### config.mk
export PLATFORM = sky130hd
export DESIGN_NAME = panel_capture
export DESIGN_NICKNAME = d
export VERILOG_FILES = /design/src/rtl/panel_if_pkg.sv /design/src/rtl/panel_sync_edge.sv /design/src/rtl/panel_capture.sv
export SDC_FILE = /design/constraint.sdc
export NUM_CORES = 1
export LEC_CHECK = 0
export ABC_CLOCK_PERIOD_IN_PS = 16920
export BUFFER_PORTS_ARGS = -buffer_cell sky130_fd_sc_hd__clkbuf_2
export CAP_MARGIN = 20
export CORE_MARGIN = 8
export CORE_UTILIZATION = 35
export CTS_CLUSTER_DIAMETER = 150
export DETAILED_ROUTE_END_ITERATION = 8
export PLACE_DENSITY = 0.57
export SLEW_MARGIN = 20
export SYNTH_ARGS = -nofsm -noshare
export SYNTH_HDL_FRONTEND = slang
export SYNTH_SLANG_ARGS = --single-unit
### constraint.sdc
create_clock -name clk -period 16.92 [get_ports clk]
set_input_delay 5.076 -clock clk [delete_from_list [all_inputs] [get_ports clk]]
set_output_delay 5.076 -clock clk [all_outputs]
set_load 0.005 [all_outputs]
### src/rtl/panel_if_pkg.sv
// Shared constants, capture record and output-buffer state for the panel capture monitor.
package panel_if_pkg;

  localparam int unsigned LANES      = 12;
  localparam int unsigned CHAIN_BITS = 16;
  localparam int unsigned ROWS       = 16;
  localparam int unsigned ROW_W      = $clog2(ROWS);
  localparam int unsigned ONT_W      = 16;
  localparam int unsigned CNT_W      = 8;
  localparam int unsigned DATA_W     = LANES * CHAIN_BITS;

  typedef struct packed {
    logic [DATA_W-1:0] data;
    logic [ROW_W-1:0]  row;
    logic [CNT_W-1:0]  bit_count;
    logic [ONT_W-1:0]  on_cycles;
    logic              err_row;
    logic              err_count;
  } cap_rec_t;

  typedef enum logic {
    EMPTY = 1'b0,
    FULL  = 1'b1
  } cap_state_e;

endpackage

### src/rtl/panel_sync_edge.sv
// Two-flop synchroniser with optional registered rising-edge detect.
// Edge detect adds a third stage so every bus shares the same two-flop data latency.
module panel_sync_edge #(
  parameter int unsigned W       = 1,
  parameter logic [W-1:0] RST_VAL = '0,
  parameter bit           EDGE    = 1'b1
) (
  input  logic         clk,
  input  logic         reset_n,
  input  logic [W-1:0] i_d,
  output logic [W-1:0] o_q,
  output logic [W-1:0] o_rise
);

  logic [W-1:0] r_s1;
  logic [W-1:0] r_s2;

  always_ff @(posedge clk or negedge reset_n) begin
    if (!reset_n) begin
      r_s1 <= RST_VAL;
      r_s2 <= RST_VAL;
    end else begin
      r_s1 <= i_d;
      r_s2 <= r_s1;
    end
  end

  assign o_q = r_s2;

  generate
    if (EDGE) begin : g_edge
      logic [W-1:0] r_s3;
      always_ff @(posedge clk or negedge reset_n) begin
        if (!reset_n) r_s3 <= RST_VAL;
        else          r_s3 <= r_s2;
      end
      assign o_rise = r_s2 & ~r_s3;
    end else begin : g_no_edge
      assign o_rise = '0;
    end
  endgenerate

endmodule

### src/rtl/panel_capture.sv
// Panel-side receiver: rebuilds driver-chain shift/latch contents from the oversampled
// panel interface and presents each latched row as a record on a single-entry valid/ready port.
module panel_capture
  import panel_if_pkg::*;
(
  input  logic              clk,
  input  logic              reset_n,
  input  logic              serial_clk,
  input  logic              latch_enable,
  input  logic              output_enable_n,
  input  logic [LANES-1:0]  serial_data_in,
  input  logic [ROWS-1:0]   row_select_n,
  output logic              cap_valid,
  input  logic              cap_ready,
  output logic [DATA_W-1:0] cap_data,
  output logic [ROW_W-1:0]  cap_row,
  output logic [CNT_W-1:0]  cap_bit_count,
  output logic [ONT_W-1:0]  cap_on_cycles,
  output logic              cap_err_row,
  output logic              cap_err_count,
  output logic              overflow
);

  localparam int unsigned LC_W = $clog2(ROWS + 1);

  logic                 w_sclk_rise, w_latch_rise, w_oe_n_q;
  logic                 w_unused_sclk_q, w_unused_latch_q, w_unused_oe_rise;
  logic [LANES-1:0]     w_data_q, w_unused_data_rise;
  logic [ROWS-1:0]      w_row_n_q, w_unused_row_rise;

  panel_sync_edge #(.W(1), .RST_VAL(1'b0), .EDGE(1'b1)) u_sync_sclk (
    .clk(clk), .reset_n(reset_n), .i_d(serial_clk),
    .o_q(w_unused_sclk_q), .o_rise(w_sclk_rise));

  panel_sync_edge #(.W(1), .RST_VAL(1'b0), .EDGE(1'b1)) u_sync_latch (
    .clk(clk), .reset_n(reset_n), .i_d(latch_enable),
    .o_q(w_unused_latch_q), .o_rise(w_latch_rise));

  panel_sync_edge #(.W(1), .RST_VAL(1'b1), .EDGE(1'b1)) u_sync_oe (
    .clk(clk), .reset_n(reset_n), .i_d(output_enable_n),
    .o_q(w_oe_n_q), .o_rise(w_unused_oe_rise));

  panel_sync_edge #(.W(LANES), .RST_VAL('0), .EDGE(1'b0)) u_sync_data (
    .clk(clk), .reset_n(reset_n), .i_d(serial_data_in),
    .o_q(w_data_q), .o_rise(w_unused_data_rise));

  panel_sync_edge #(.W(ROWS), .RST_VAL({ROWS{1'b1}}), .EDGE(1'b0)) u_sync_row (
    .clk(clk), .reset_n(reset_n), .i_d(row_select_n),
    .o_q(w_row_n_q), .o_rise(w_unused_row_rise));

  logic [LANES-1:0][CHAIN_BITS-1:0] r_shift, w_shift_nxt;
  logic [CNT_W-1:0]                 r_bit_cnt, w_bit_nxt;
  logic [ONT_W-1:0]                 r_on_cnt, w_on_nxt;
  logic [LC_W-1:0]                  w_low_cnt;
  logic [ROW_W-1:0]                 w_row_idx;
  cap_rec_t                         w_new_rec, r_rec;
  cap_state_e                       r_state, w_state_nxt;
  logic                             w_load, w_drop, r_ovf;

  // Shift applies before a coincident latch, so the record sees the new bit and count.
  always_comb begin
    w_shift_nxt = r_shift;
    w_bit_nxt   = r_bit_cnt;
    if (w_sclk_rise) begin
      for (int i = 0; i < LANES; i++) begin
        w_shift_nxt[i] = {r_shift[i][CHAIN_BITS-2:0], w_data_q[i]};
      end
      w_bit_nxt = (r_bit_cnt == '1) ? r_bit_cnt : r_bit_cnt + CNT_W'(1);
    end
    w_on_nxt = (!w_oe_n_q && (r_on_cnt != '1)) ? r_on_cnt + ONT_W'(1) : r_on_cnt;
  end

  always_comb begin
    w_low_cnt = '0;
    w_row_idx = '0;
    for (int k = 0; k < ROWS; k++) begin
      if (!w_row_n_q[k]) begin
        w_low_cnt = w_low_cnt + LC_W'(1);
        w_row_idx = ROW_W'(k);
      end
    end
  end

  always_comb begin
    w_new_rec           = '0;
    w_new_rec.data      = w_shift_nxt;
    w_new_rec.err_row   = (w_low_cnt != LC_W'(1));
    w_new_rec.row       = w_new_rec.err_row ? '0 : w_row_idx;
    w_new_rec.bit_count = w_bit_nxt;
    w_new_rec.on_cycles = w_on_nxt;
    w_new_rec.err_count = (w_bit_nxt != CNT_W'(CHAIN_BITS));
  end

  always_ff @(posedge clk or negedge reset_n) begin
    if (!reset_n) begin
      r_shift   <= '0;
      r_bit_cnt <= '0;
      r_on_cnt  <= '0;
    end else begin
      r_shift   <= w_shift_nxt;
      r_bit_cnt <= w_latch_rise ? '0 : w_bit_nxt;
      r_on_cnt  <= w_latch_rise ? '0 : w_on_nxt;
    end
  end

  always_ff @(posedge clk or negedge reset_n) begin
    if (!reset_n) r_state <= EMPTY;
    else          r_state <= w_state_nxt;
  end

  always_comb begin
    w_state_nxt = r_state;
    case (r_state)
      EMPTY:   if (w_latch_rise) w_state_nxt = FULL;
      FULL:    if (cap_ready && !w_latch_rise) w_state_nxt = EMPTY;
      default: w_state_nxt = EMPTY;
    endcase
  end

  // A held record is replaced only when it is being consumed in the same cycle.
  always_comb begin
    w_load = 1'b0;
    w_drop = 1'b0;
    if (w_latch_rise) begin
      if (r_state == EMPTY || cap_ready) w_load = 1'b1;
      else                               w_drop = 1'b1;
    end
  end

  always_ff @(posedge clk or negedge reset_n) begin
    if (!reset_n) begin
      r_rec <= '0;
      r_ovf <= 1'b0;
    end else begin
      if (w_load) r_rec <= w_new_rec;
      if (w_drop) r_ovf <= 1'b1;
    end
  end

  assign cap_valid     = (r_state == FULL);
  assign cap_data      = r_rec.data;
  assign cap_row       = r_rec.row;
  assign cap_bit_count = r_rec.bit_count;
  assign cap_on_cycles = r_rec.on_cycles;
  assign cap_err_row   = r_rec.err_row;
  assign cap_err_count = r_rec.err_count;
  assign overflow      = r_ovf;

endmodule
# [Word-level counts from Yosys, hierarchy flattened]
# Cells that the tools add are included.
[classes] n_addsub=17 eq_ne=4 muxes=45 bitwise=5 n_reduce_logical=5
[ops] cell="192-bit two-way mux" n=1
[ops] cell="5-bit by 1-bit adder with 5-bit output (second input constant)" n=15
[ops] cell="5-bit two-way mux" n=15
[ops] cell="4-bit two-way mux" n=15
[ops] cell="16-bit two-way mux" n=2
[ops] cell="8-bit two-way mux" n=3
[ops] cell="16-bit by 1-bit adder with 16-bit output (second input constant)" n=1
[ops] cell="16-bit != test (second input constant)" n=1
[ops] cell="8-bit by 1-bit adder with 8-bit output (second input constant)" n=1
[ops] cell="8-bit == test (second input constant)" n=1
[ops] cell="1-bit two-way mux" n=8
[ops] cell="8-bit by 5-bit != test with 1-bit output (second input constant)" n=1
[ops] cell="5-bit by 1-bit != test with 1-bit output (second input constant)" n=1
[ops] cell="1-bit inverter" n=3
[ops] cell="1-bit AND" n=2
[ops] cell="1-bit logical AND" n=2
[ops] cell="1-bit logical NOT" n=2
[ops] cell="1-bit one-hot mux with 2 select lines" n=1
[ops] cell="1-bit logical OR" n=1
[totals] register_bits=504 inputBits=34 out_inout_bits=224 word_cells=110

# [Depth between registers and ports, before layout]
[depth] ltp_word=33 mapped_depth=51 mapped_depth_nobuf=51

# [Hierarchy]
# Synthesis repeated with hierarchy kept, for this count alone.
[hier_totals] cells_unflattened=1388 area_unflattened_um2=20240.7
[by_module_without_submodules] module="panel_capture" instances=1 cells_each=1290 area_per_inst_um2=18311.3 seq_area_each_um2=11010.6
[by_module_without_submodules] module="panel_sync_edge at u_sync_row" instances=1 cells_each=49 area_per_inst_um2=964.7 seq_area_each_um2=840.8
[by_module_without_submodules] module="panel_sync_edge at u_sync_data" instances=1 cells_each=37 area_per_inst_um2=694.4 seq_area_each_um2=600.6
[by_module_without_submodules] module="panel_sync_edge at u_sync_latch ..." instances=2 cells_each=4 area_per_inst_um2=88.8 seq_area_each_um2=75.1
[by_module_without_submodules] module="panel_sync_edge at u_sync_oe" instances=1 cells_each=4 area_per_inst_um2=92.6 seq_area_each_um2=78.8

# [Worst setup path before layout]
# OpenSTA, ideal clock, no wires.
[synth_path] path_kind="register to register" startpoint="register u_sync_row.r_s2[1], in the netlist u_sync_row.o_q[1]" endpoint="register r_rec, in the netlist cap_row[0]" setup_time_ps=129 arrival_ps=9030 required_ps=16791 setup_slack_ps=7761 path_stages_with_launch=47 n_path_buf=0 synth_period_minus_slack_ps=9159 path_cell_list="dfstp_2 -> inv_1 -> ha_1 -> xor3_4 -> ha_1 -> nor2_1 -> a31oi_1 -> ha_1 -> nor2b_1 -> a31oi_1 -> nand2_1 -> ha_1 -> nor2_1 -> a31oi_1 -> ha_1 -> or2_2 -> nand2_1 -> a31oi_1 -> (+11 left out) -> ha_1 -> mux2_2 -> ha_1 -> mux2_2 -> ha_1 -> nor2b_1 -> a21o_1 -> ha_1 -> nor2b_1 -> xor2_1 -> xnor3_1 -> xnor2_1 -> nor3_1 -> a311oi_1 -> nand3b_1 -> nor2_1 -> a22oi_2 -> o21ai_1"
[synth_between] elab_chain_cells=31 word_cells_on_any_way=46 classes_between="add/sub: 14; eq/ne: 1; mux: 31"
[synth_rtl] item="start: declaration" line="panel_sync_edge.sv:16" rtl="logic [W-1:0] r_s2;"
[synth_rtl] item="start signal: assignment" line="panel_sync_edge.sv:24" rtl="r_s2 <= r_s1;"
[synth_rtl] item="5-bit two-way mux" line="panel_capture.sv:77" rtl="if (!w_row_n_q[k]) begin"
[synth_rtl] item="5-bit by 1-bit adder with 5-bit output" line="panel_capture.sv:78" rtl="w_low_cnt = w_low_cnt + LC_W'(1);"
[synth_rtl] item="5-bit two-way mux" line="panel_capture.sv:77"
[synth_rtl] item="5-bit by 1-bit adder with 5-bit output" line="panel_capture.sv:78"
[synth_rtl] item="5-bit two-way mux" line="panel_capture.sv:77"
[synth_rtl] item="5-bit by 1-bit adder with 5-bit output" line="panel_capture.sv:78"
[synth_rtl] item="5-bit two-way mux" line="panel_capture.sv:77"
[synth_rtl] item="5-bit by 1-bit adder with 5-bit output" line="panel_capture.sv:78"
[synth_rtl] item="(+15 left out)"
[synth_rtl] item="5-bit by 1-bit adder with 5-bit output" line="panel_capture.sv:78"
[synth_rtl] item="5-bit two-way mux" line="panel_capture.sv:77"
[synth_rtl] item="5-bit by 1-bit adder with 5-bit output" line="panel_capture.sv:78"
[synth_rtl] item="5-bit two-way mux" line="panel_capture.sv:77"
[synth_rtl] item="5-bit by 1-bit adder with 5-bit output" line="panel_capture.sv:78"
[synth_rtl] item="5-bit two-way mux" line="panel_capture.sv:77"
[synth_rtl] item="5-bit by 1-bit != test with 1-bit output" line="panel_capture.sv:87" rtl="w_new_rec.err_row = (w_low_cnt != LC_W'(1));"
[synth_rtl] item="4-bit two-way mux (*)" line="panel_capture.sv:88" rtl="w_new_rec.row = w_new_rec.err_row ? '0 : w_row_idx;"
[synth_rtl] item="end signal: assignment" line="panel_capture.sv:135" rtl="if (w_load) r_rec <= w_new_rec;"
[synth_rtl] item="end: declaration" line="panel_capture.sv:56" rtl="cap_rec_t w_new_rec, r_rec;"
# Mark *: on every way between the ends. The rest lies on a longest branch, timed or not.
# A chain may end at the register's enable or synchronous reset.

# [Final worst setup path]
[layout_path] startpoint="register u_sync_row.r_s2[0], in the netlist u_sync_row.o_q[0]" endpoint="register r_rec, in the netlist cap_row[1]"
[layout_between] elab_chain_cells=33
[layout_rtl] item="1-bit two-way mux (*)" line="panel_capture.sv:77"
[layout_rtl] item="5-bit by 1-bit adder with 5-bit output" line="panel_capture.sv:78"
[layout_rtl] item="5-bit two-way mux (*)" line="panel_capture.sv:77"
[layout_rtl] item="5-bit by 1-bit adder with 5-bit output" line="panel_capture.sv:78"
[layout_rtl] item="5-bit two-way mux (*)" line="panel_capture.sv:77"
[layout_rtl] item="5-bit by 1-bit adder with 5-bit output" line="panel_capture.sv:78"
[layout_rtl] item="5-bit two-way mux (*)" line="panel_capture.sv:77"
[layout_rtl] item="5-bit by 1-bit adder with 5-bit output" line="panel_capture.sv:78"
[layout_rtl] item="(+17 left out)"
[layout_rtl] item="5-bit by 1-bit adder with 5-bit output" line="panel_capture.sv:78"
[layout_rtl] item="5-bit two-way mux (*)" line="panel_capture.sv:77"
[layout_rtl] item="5-bit by 1-bit adder with 5-bit output" line="panel_capture.sv:78"
[layout_rtl] item="5-bit two-way mux (*)" line="panel_capture.sv:77"
[layout_rtl] item="5-bit by 1-bit adder with 5-bit output" line="panel_capture.sv:78"
[layout_rtl] item="5-bit two-way mux (*)" line="panel_capture.sv:77"
[layout_rtl] item="5-bit by 1-bit != test with 1-bit output (*)" line="panel_capture.sv:87"
[layout_rtl] item="4-bit two-way mux (*)" line="panel_capture.sv:88"
# Marked as above.

==> reports/results.ini <==
[synthesis]
synth.ff_latch_count=504
share_of_synthesized_flip_flops_with_an_asynchronous_set_or_reset=1.00
synth_largest_area_cell=dfrtp_1
portion_of_synthesized_cell_area_occupied_by_the_leading_cell_type=0.585
mapped_nets=2224
post_synth.cell_area_avg_um2=9.25
most_frequent_cells_after_synthesis=1221 x nand2_1, 470 x dfrtp_1, 102 x clkbuf_1, 59 x nor2_1, 34 x dfstp_2
muxShareOfSynthArea=0.00585
synth_flop_cell=dfrtp_1
post-synth-top-count-cell=nand2_1
number_of_distinct_library_cells_after_synthesis=66
synthAdderAreaFrac=0.0106
yosysWarningCount=0
yosys.area_share.xor_xnor=0.0350
synth_top_family_by_area=simple AND/OR/NAND/NOR gates
synthesis.instances=2173
synth.top_cells.by_area=dfrtp_1 58%, nand2_1 23%, dfstp_2 4.4%, clkbuf_1 1.9%, xnor2_1 1.2%
synthSimpleGateAreaFrac=0.267
synth_area_in_compound_gates=0.0281
edff_count_synth=0
syn-cell-area_um2=20100
ys_seq_area_frac=0.629

[sta]
setup_slack_ns=6.82
rsz0062_at_grt=no
timing.final.max_slew_violations=0
timing.clock.skew_ns=0.0164
maxClockFrequency_mhz=99.0
final.period_utilization=0.597
finalSetupViolCount=0
slew_headroom=0.265
report.final.hold_viol_count=0
timing.setup.tns_ns=0
fin_crit_ns=10.10
worst_max_slew_pin_slew_ns=1.10

[die]
floorplan_die_area_um2=65400
initial_utilization=0.351
core_box_area_um2=57300
boundaryPins=258
core.rowCount=88
die_h_um=256
die_w_um=256

[detailed_routing]
detail_route.drc_violations=0
post_drt_via_cell_ratio=4.58
detail-route-antenna-nets=0
route.vias.total=14600
wire_per_inst_um=14.7
drt-initial-drc-count=923
drt_first_pass_iters=5
wire_length_reported_by_the_detailed_router_um=46800

[min_path]
min_path_type=flip-flop to flip-flop

[critical_path]
timing.setup.critical_path_class=flip-flop to flip-flop
critical_path_arrival_ns=10.56
cp_top_family=adder cells
worst_path_max_delay_cell=dfstp_2
cpPeakStageDelay_ns=0.53
path_buf_inv=1
timing.critical_path.mode_cell=ha_1
timing.critical_path.fanout_max=5
worst_setup_path_start_kind=flip-flop
worst_setup_path_end_kind=flip-flop
critical_path_required_ns=17.38

[clocking]
post-cts-setup-buffer-count=0
clockBufferDepth=3
worst_setup_hold_path_clk_slew_ns=0.06
cts_resized=0
h-tree-depth=2
cts.hold.buffers_added=0
clk-insertion-delay-late_ns=0.59
tritoncts=yes
cts_inserted_buffers=54
clock-sinks=504
cts-root-buf=clkbuf_16

[grt]
globalRoute.totalOverflow=0
grt_max_degree=188
first_global_vias=15300
initial_antenna_violation_count=0
global_route.usage.total=0.142
grt_first_pass_wirelength_um=78500

[finish]
drive_gt1_frac=0.171
design.final.nets=2441
layoutNonFillerInstCount=3195
area_growth_pct=18.4
finish.instance_area_um2=23800
antenna-diode-count=0

[power_and_ir_drop]
leakage_power_figure_uw=0.0130
power_per_cell_area_nw_per_um2=142
finalPower_uw=3390
vdd.ir_drop.worst_mv=0.0850

[placed_design]
detailed_place_hpwl_um=30000
place.port_buffers=257
place_ws_ns=6.84
place.gp.congestion=0.795
placed_area_um2=22100
placedCellCount=3099

[flow_run]
timing.max_cap.violations=0

[status]
status=completed

## sequential cells by signal (all words and copies together) (netlist names), 4 cells and up
name	flops
cap_data	192
r_shift	192
cap_on_cycles	16
r_on_cnt	16
u_sync_row.o_q	16
u_sync_row.r_s1	16
u_sync_data.o_q	12
u_sync_data.r_s1	12
cap_bit_count	8
r_bit_cnt	8
cap_row	4
## layout make-up
type | count | area (um2)
Sequential cell | 504 | 12700
Multi-Input combinational cell | 1545 | 7000
Clock inverter | 18 | 116
Timing Repair Buffer | 271 | 1420
Clock buffer | 78 | 1620
Inverter | 14 | 52.6
Fill cell | 5737 | 33400
Tap cell | 765 | 957
## cells in the final DEF, fill, tap and decap left out, drive strengths merged, types with 3 or more instances in the layout
master and instances:
a31oi 13, dfrtp 470, mux2i 6, nor3 6, o21ai 37, nand2b 12, nor2 59, a21oi 10
clkbuf 334, nand3b 6, nand3 16, buf 15, xnor3 6, ha 17, and3 4, xor2 23
dfstp 34, mux2 4, xnor2 31, o21a 3, inv 16, a21o 4, nor4bb 3, clkinv 13
nand4 12, and2 4, clkinvlp 3, nand2 1221, nor2b 14
## layer usage
metal  vias up  wire (um)  track usage
li1       7187          -            -
met1      7116      21500        0.188
met2       279      22000        0.232
met3        59       2470       0.0347
met4         0        772       0.0346
met5         -          0            0
## worst paths after layout
check / startpoint / slack, ns / endpoint / cells after the start
min in group asynchronous: reset_n / 4.49 / u_sync_data.r_s1[2]$_DFF_PN0_ / 1
max: u_sync_row.o_q[0]$_DFF_PN1_ / 6.82 / cap_row[1]$_DFFE_PN0P_ / 49
max reg2reg: u_sync_row.o_q[0]$_DFF_PN1_ / 6.82 / cap_row[1]$_DFFE_PN0P_ / 49
max in group asynchronous: reset_n / 10.16 / r_bit_cnt[5]$_DFF_PN0_ / 3
min reg2reg: u_sync_data.r_s1[3]$_DFF_PN0_ / 0.35 / u_sync_data.o_q[3]$_DFF_PN0_ / 0
min: u_sync_data.r_s1[3]$_DFF_PN0_ / 0.35 / u_sync_data.o_q[3]$_DFF_PN0_ / 0
## through the flow
stage / utilization / hold WS, ns
detailed placement: 0.386 / 0.335
CTS: 0.416 / 0.348
finish: 0.416 / 0.345
global route: 0.416 / 0.355
floorplan: - / 0.331
global placement: 0.386 / 0.333
## report_power, final
part           switching (uW)  internal, uW
clock                     476           663
combinational             407           306
sequential                130          1410
total                    1010          2370
## cells by family after synthesis
kind of cell	after synthesis
compound gates	87
xor+xnor	62
fa+ha+maj	17
buf+inv	124
flops	504
mux	10
simple gates	1369
Note: power is estimated with default switching activity, not from simulation.
